$ cat config.mk
export PLATFORM = sky130hd
export DESIGN_NAME = aes_rx_collector
export DESIGN_NICKNAME = d
export VERILOG_FILES = /design/src/rtl/aes_rx_collector.sv
export SDC_FILE = /design/constraint.sdc
export NUM_CORES = 2
export LEC_CHECK = 0
export CORE_MARGIN = 4
export CORE_UTILIZATION = 55
export DETAILED_ROUTE_END_ITERATION = 16
export HOLD_SLACK_MARGIN = 0.15
export PLACE_DENSITY = 0.8
export SLEW_MARGIN = 0
export SYNTH_ARGS = -nofsm -noshare
export SYNTH_HDL_FRONTEND = slang
export SYNTH_SLANG_ARGS = --single-unit
export TNS_END_PERCENT = 20
$ cat constraint.sdc
create_clock -name clk -period 42.4 [get_ports clk]
set_input_delay 8.48 -clock clk [delete_from_list [all_inputs] [get_ports clk]]
set_output_delay 8.48 -clock clk [all_outputs]
set_load 0.005 [all_outputs]
$ cat src/rtl/aes_rx_collector.sv
`default_nettype none
// ============================================================================
// Module      : aes_rx_collector
// Description : Receive-side collector for the AES-GCM packet path. Takes the
//               stall-free beat stream from the GCM encrypt API, marks
//               first/last beats, derives byte enables from the packet length
//               field, checks the beat count against that length, and buffers
//               beats in a FIFO feeding a backpressured 128-bit output stream.
// Ports       : clk, reset           - clock / synchronous active-high reset
//               i_cp_ready, i_last   - input beat strobe / final-beat marker
//               i_cipher_text[0:127] - cipher word of the beat
//               i_bypass_text[288:0] - bypass word, [48:33] = packet length
//               o_valid, i_ready     - output handshake
//               o_data, o_keep,
//               o_first, o_last      - output beat (keep bit 15 = o_data[0:7])
//               o_overflow           - sticky, a beat was dropped on full FIFO
//               o_len_err            - one-cycle pulse on beat-count mismatch
//               o_pkt_count          - packets closed at the input (wraps)
// Revision    : 1.0 - initial release
// ============================================================================
module aes_rx_collector #(
    parameter int DEPTH   = 16,
    parameter int HDR_LEN = 14
) (
    input  logic           clk,
    input  logic           reset,
    input  logic           i_cp_ready,
    input  logic           i_last,
    input  logic [0:127]   i_cipher_text,
    input  logic [288:0]   i_bypass_text,
    output logic           o_valid,
    output logic [0:127]   o_data,
    output logic [15:0]    o_keep,
    output logic           o_first,
    output logic           o_last,
    input  logic           i_ready,
    output logic           o_overflow,
    output logic           o_len_err,
    output logic [15:0]    o_pkt_count
);

    localparam int c_PTR_W   = $clog2(DEPTH);
    localparam int c_CNT_W   = c_PTR_W + 1;
    localparam int c_ENTRY_W = 128 + 16 + 2;

    typedef enum logic [1:0] {
        S_IDLE  = 2'd0,
        S_FIRST = 2'd1,
        S_BODY  = 2'd2
    } state_t;

    state_t             state_q, state_d;
    logic [15:0]        pay_q;
    logic [15:0]        exp_q;
    logic [15:0]        cnt_q;
    logic               len_err_q;
    logic [15:0]        pkt_count_q;
    logic               overflow_q;

    logic [c_ENTRY_W-1:0] mem_q [DEPTH];
    logic [c_PTR_W-1:0]   wr_ptr_q;
    logic [c_PTR_W-1:0]   rd_ptr_q;
    logic [c_CNT_W-1:0]   count_q;

    logic [15:0]          w_len;
    logic [15:0]          w_pay_new;
    logic [15:0]          w_exp_new;
    logic                 w_is_first;
    logic [15:0]          w_pay;
    logic [15:0]          w_exp;
    logic [15:0]          w_cnt;
    logic [3:0]           w_rem;
    logic [15:0]          w_keep;
    logic [c_ENTRY_W-1:0] w_entry;
    logic [c_ENTRY_W-1:0] w_head;
    logic                 w_full;
    logic                 w_rd;
    logic                 w_wr;
    logic                 w_unused_bypass;

    // Only the length field of the bypass word is consumed here.
    assign w_unused_bypass = ^{i_bypass_text[288:49], i_bypass_text[32:0]};

    // ------------------------------------------------------------------
    // Length bookkeeping. A first beat uses its own length field directly so
    // that single-beat packets get correct keep and length check.
    // ------------------------------------------------------------------
    assign w_len      = i_bypass_text[48:33];
    assign w_pay_new  = (w_len < 16'(HDR_LEN)) ? 16'd0 : (w_len - 16'(HDR_LEN));
    // ceil(pay/16), with an empty payload still occupying one beat
    assign w_exp_new  = (w_pay_new == 16'd0) ? 16'd1
                                             : 16'(({1'b0, w_pay_new} + 17'd15) >> 4);
    assign w_is_first = (state_q != S_BODY);
    assign w_pay      = w_is_first ? w_pay_new : pay_q;
    assign w_exp      = w_is_first ? w_exp_new : exp_q;
    assign w_cnt      = w_is_first ? 16'd1 : (cnt_q + 16'd1);
    assign w_rem      = w_pay[3:0];
    // Partial last beat: the top rem byte lanes carry valid bytes.
    assign w_keep     = (i_last && (w_rem != 4'd0)) ? ~(16'hFFFF >> w_rem) : 16'hFFFF;

    always_comb begin
        state_d = state_q;
        case (state_q)
            S_IDLE, S_FIRST: begin
                if (i_cp_ready) begin
                    state_d = i_last ? S_FIRST : S_BODY;
                end else begin
                    state_d = S_IDLE;
                end
            end
            S_BODY: begin
                if (i_cp_ready && i_last) begin
                    state_d = S_FIRST;
                end
            end
            default: state_d = S_IDLE;
        endcase
    end

    // Packet tracking runs on every input beat, dropped or not, so a lost
    // last beat still closes the packet.
    always_ff @(posedge clk) begin
        if (reset) begin
            state_q     <= S_IDLE;
            pay_q       <= 16'd0;
            exp_q       <= 16'd0;
            cnt_q       <= 16'd0;
            len_err_q   <= 1'b0;
            pkt_count_q <= 16'd0;
        end else begin
            state_q   <= state_d;
            len_err_q <= i_cp_ready && i_last && (w_cnt != w_exp);
            if (i_cp_ready) begin
                pay_q <= w_pay;
                exp_q <= w_exp;
                cnt_q <= w_cnt;
                if (i_last) begin
                    pkt_count_q <= pkt_count_q + 16'd1;
                end
            end
        end
    end

    // ------------------------------------------------------------------
    // FIFO. The head entry drives the outputs straight from storage flops,
    // giving one cycle from write to o_valid and the full DEPTH of capacity.
    // ------------------------------------------------------------------
    assign w_full  = (count_q == c_CNT_W'(DEPTH));
    assign w_rd    = (count_q != '0) && i_ready;
    // A read in the same cycle frees a slot, so a full FIFO still accepts.
    assign w_wr    = i_cp_ready && (!w_full || w_rd);
    assign w_entry = {i_cipher_text, w_keep, w_is_first, i_last};

    always_ff @(posedge clk) begin
        if (w_wr) begin
            mem_q[wr_ptr_q] <= w_entry;
        end
    end

    always_ff @(posedge clk) begin
        if (reset) begin
            wr_ptr_q   <= '0;
            rd_ptr_q   <= '0;
            count_q    <= '0;
            overflow_q <= 1'b0;
        end else begin
            if (w_wr) begin
                wr_ptr_q <= wr_ptr_q + 1'b1;
            end
            if (w_rd) begin
                rd_ptr_q <= rd_ptr_q + 1'b1;
            end
            case ({w_wr, w_rd})
                2'b10:   count_q <= count_q + 1'b1;
                2'b01:   count_q <= count_q - 1'b1;
                default: count_q <= count_q;
            endcase
            if (i_cp_ready && w_full && !w_rd) begin
                overflow_q <= 1'b1;
            end
        end
    end

    assign w_head      = mem_q[rd_ptr_q];
    assign o_valid     = (count_q != '0);
    // Outputs read as zero while empty so nothing leaks from stale storage.
    assign o_data      = o_valid ? w_head[c_ENTRY_W-1:18] : 128'd0;
    assign o_keep      = o_valid ? w_head[17:2] : 16'd0;
    assign o_first     = o_valid && w_head[1];
    assign o_last      = o_valid && w_head[0];
    assign o_overflow  = overflow_q;
    assign o_len_err   = len_err_q;
    assign o_pkt_count = pkt_count_q;

endmodule
`default_nettype wire
==> qor.yml <==
run_status: "completed"
finalCriticalPeriod_ns: 14.81
simple_gate_portion_of_the_synthesized_area_pct: 2.50
worst_ep_arrival_time_ns: 6.33
synth.area.top_cells: "edfxtp_1 (76%), mux4_2 (18%), dfxtp_1 (1.6%), and2_1 (1.0%), clkbuf_1 (0.56%)"
remaining_drc_errors: 0
layout.nets: 4834
cts.clk_slew.worst_paths_ns: 0.06
tns_ns: 0
place_congestion: 0.782
cts_post_setup_buffers_inserted: 0
timing.max_cap.violations: 0
cts_max_level: 4
holdBufCountCts: 0
coreArea_um2: 167000
finalMaxSlewViolations: 0
syn-instance-count: 3979
hold_violations: 0
clkSinkCount: 2409
dp_slack_ns: 28.20
crit_path_end_kind: "output port"
most-common-layout-cells: "edfxtp_1 (2336), mux4_2 (730), clkdlybuf4s50_1 (312), clkbuf_16 (225), and2_1 (152)"
die-area_um2: 175000
holdWs_ns: 0.463
detailed_router_s_first_iteration_violation_count: 5760
maxSlewHeadroom_pct: 13.8
die_y_um: 419
tritoncts.num_buffers: 225
grt.total_usage_pct: 25.3
io-pin-count: 587
timing.final.ws_setup_ns: 27.59
synth-seq-cells: 2409
die_x_um: 419
drive_above_1_share_pct: 25.5
yosysTopAreaCell: "edfxtp_1"
synth_fa_ha_area_share_pct: 0.183
grt_start_max_net_pins: 165
syn_to_final_growth_pct: 14.4
cts_resized: 0
synth_ff_type: "edfxtp_1"
synthArstFlopShare_pct: 0
place.detailed.hpwl_um: 102000
synth_area_per_cell_um2: 23.3
kind_of_start_point_of_the_critical_path: "flip-flop"
skew_ns: 0.0477
grt_most_used_layer: "met2"
timing.hold.worst.class: "reg -> reg"
synthXorXnorAreaFrac_pct: 0.623
leakage_uw: 0.0321
seq_total_area_yosys_pct: 77.2
fill_cells: 10604
synth-warning-count: 0
yosys.cell_types.count: 67
drtAntennaViolNets: 0
timing.critical_path.required_ns: 33.92
wl_per_cell_um: 32.0
highest_attainable_clock_frequency_ghz: 0.0675
drt-total-wl_um: 218000
grt_antenna_before_repair: 28
criticalPathCategory: "reg -> out"
clock_path_buffers: 3
grt_first_pass_wirelength_um: 321000
rows: 150
clk_latency_ns: 0.87
finalSetupViolations: 0
synthMuxAreaShare_pct: 17.8
crit_path_max_fanout: 51
routed_via_density: 6.44
worst_slew_pin_slew_ns: 1.29
use_met1_pct: 35.4
power_uw: 5790
clock_tree_from_tritoncts: "done"
use_met3_pct: 4.88
power_density_nw_per_um2: 54.5
synth-edff-count: 2336
vdd.ir_drop.worst_mv: 0.0472
period_share_pct: 34.9
drt_first_pass_iters: 6
routed-via-count: 43822
globalRouteMet2Util_pct: 41.0
leading_cell_type_in_the_layout_fill_and_taps_excluded: "edfxtp_1"
post_synth_instance_area_um2: 92800
yosysTopAreaCellShare_pct: 75.6
initial_core_util_pct: 55.4
rsz0062_at_grt: "false"
grt_overflow: 0
clock_tree_root_buffer_cell: "clkbuf_16"
synth_compound_gate_area_share_pct: 0.757
first_global_vias: 46405
synth_top_family_by_area: "multiplexers"
timing.reg2reg.setup_slack_ns: 37.81
placement.io_buffers: 313
[power breakdown]
group	switching, µW	internal [µW]
combinational	544	564
clock	884	1110
sequential	25.3	2660
[layer usage]
layer  share of wire, %  routed length (µm)
met5              0.046                 101
met4                2.9                6380
met3                8.8               19100
met2                 50              110000
met1                 38               82200
[synthesized netlist by cell type (2+ instances only)]
master / n
a221o_1: 2
o31a_1: 2
inv_1: 16
nor4_1: 5
a21o_1: 5
a31oi_1: 5
nand4_1: 12
mux4_2: 730
nand2_1: 71
o21ai_0: 21
dfxtp_1: 73
or3_1: 5
nor3_1: 17
nor3b_1: 4
nor4_4: 6
buf_1: 66
buf_2: 2
a211oi_1: 5
nand3_1: 21
xor2_1: 36
xnor2_1: 30
nor2_1: 95
or2_2: 2
a22oi_1: 5
clkbuf_1: 138
edfxtp_1: 2336
a311oi_1: 2
o31ai_1: 3
a21oi_1: 42
mux2i_1: 7
and3_1: 9
ha_1: 12
and4_1: 3
and2_1: 152
nand3b_1: 2
nand2b_1: 6
[registers in the layout, indices dropped and copies added (netlist names), named ones only]
register and cells:
o_pkt_count 16, o_len_err 1, count_q 5, cnt_q 16, wr_ptr_q 4, pay_q 4
mem_q 2336, rd_ptr_q 4, exp_q 16, state_q 2, o_overflow 1
[worst paths after layout]
| check | end | cells past startpoint | startpoint |
|---|---|---|---|
| setup / recovery | o_data[17] | 7 | flip-flop |
| hold / removal | pay_q[1] | 2 | pay_q[1] |
| setup reg to reg | mem_q[13][91] | 7 | count_q[0] |
| hold reg to reg | pay_q[1] | 2 | pay_q[1] |
[critical path, stage by stage (launching register included)]
cell and delay (ns):
dfxtp_4 0.94, buf_4 0.79, buf_4 0.91, buf_4 0.86, mux4_2 0.66, mux4_2 0.49
and2_1 0.21, clkdlybuf4s50_1 0.48
[logic make-up after synthesis]
family | Yosys count
adders and majority gates | 13
DFF | 2409
buffers and inverters | 223
AOI/OAI and AO/OA | 108
other | 1
xor gates and xnor gates | 66
and+or+nand+nor | 421
muxes | 738
[stage by stage]
step / instance area (µm²) / util (%) / std cells
global route: 106000 / 63.4 / 6804
global placement: 98800 / 59.0 / 6376
finish: 106000 / 63.4 / 6809
CTS: 106000 / 63.4 / 6795
detailed placement: 98800 / 59.0 / 6376
floorplan: 92800 / - / 3994
[layout make-up]
type | instances | area (µm²) | area share, %
flip-flops and latches | 2409 | 71600 | 67.5
multi-input cells | 1362 | 20500 | 19.3
clock buffers | 272 | 5810 | 5.47
repair buffers | 385 | 3860 | 3.63
well taps | 2204 | 2760 | 2.60
clock inverters | 147 | 1530 | 1.44
inverters | 16 | 60.1 | 0.0566
diodes | 14 | 35.0 | 0.0330
No activity file was read; power rests on OpenSTA's default activity.
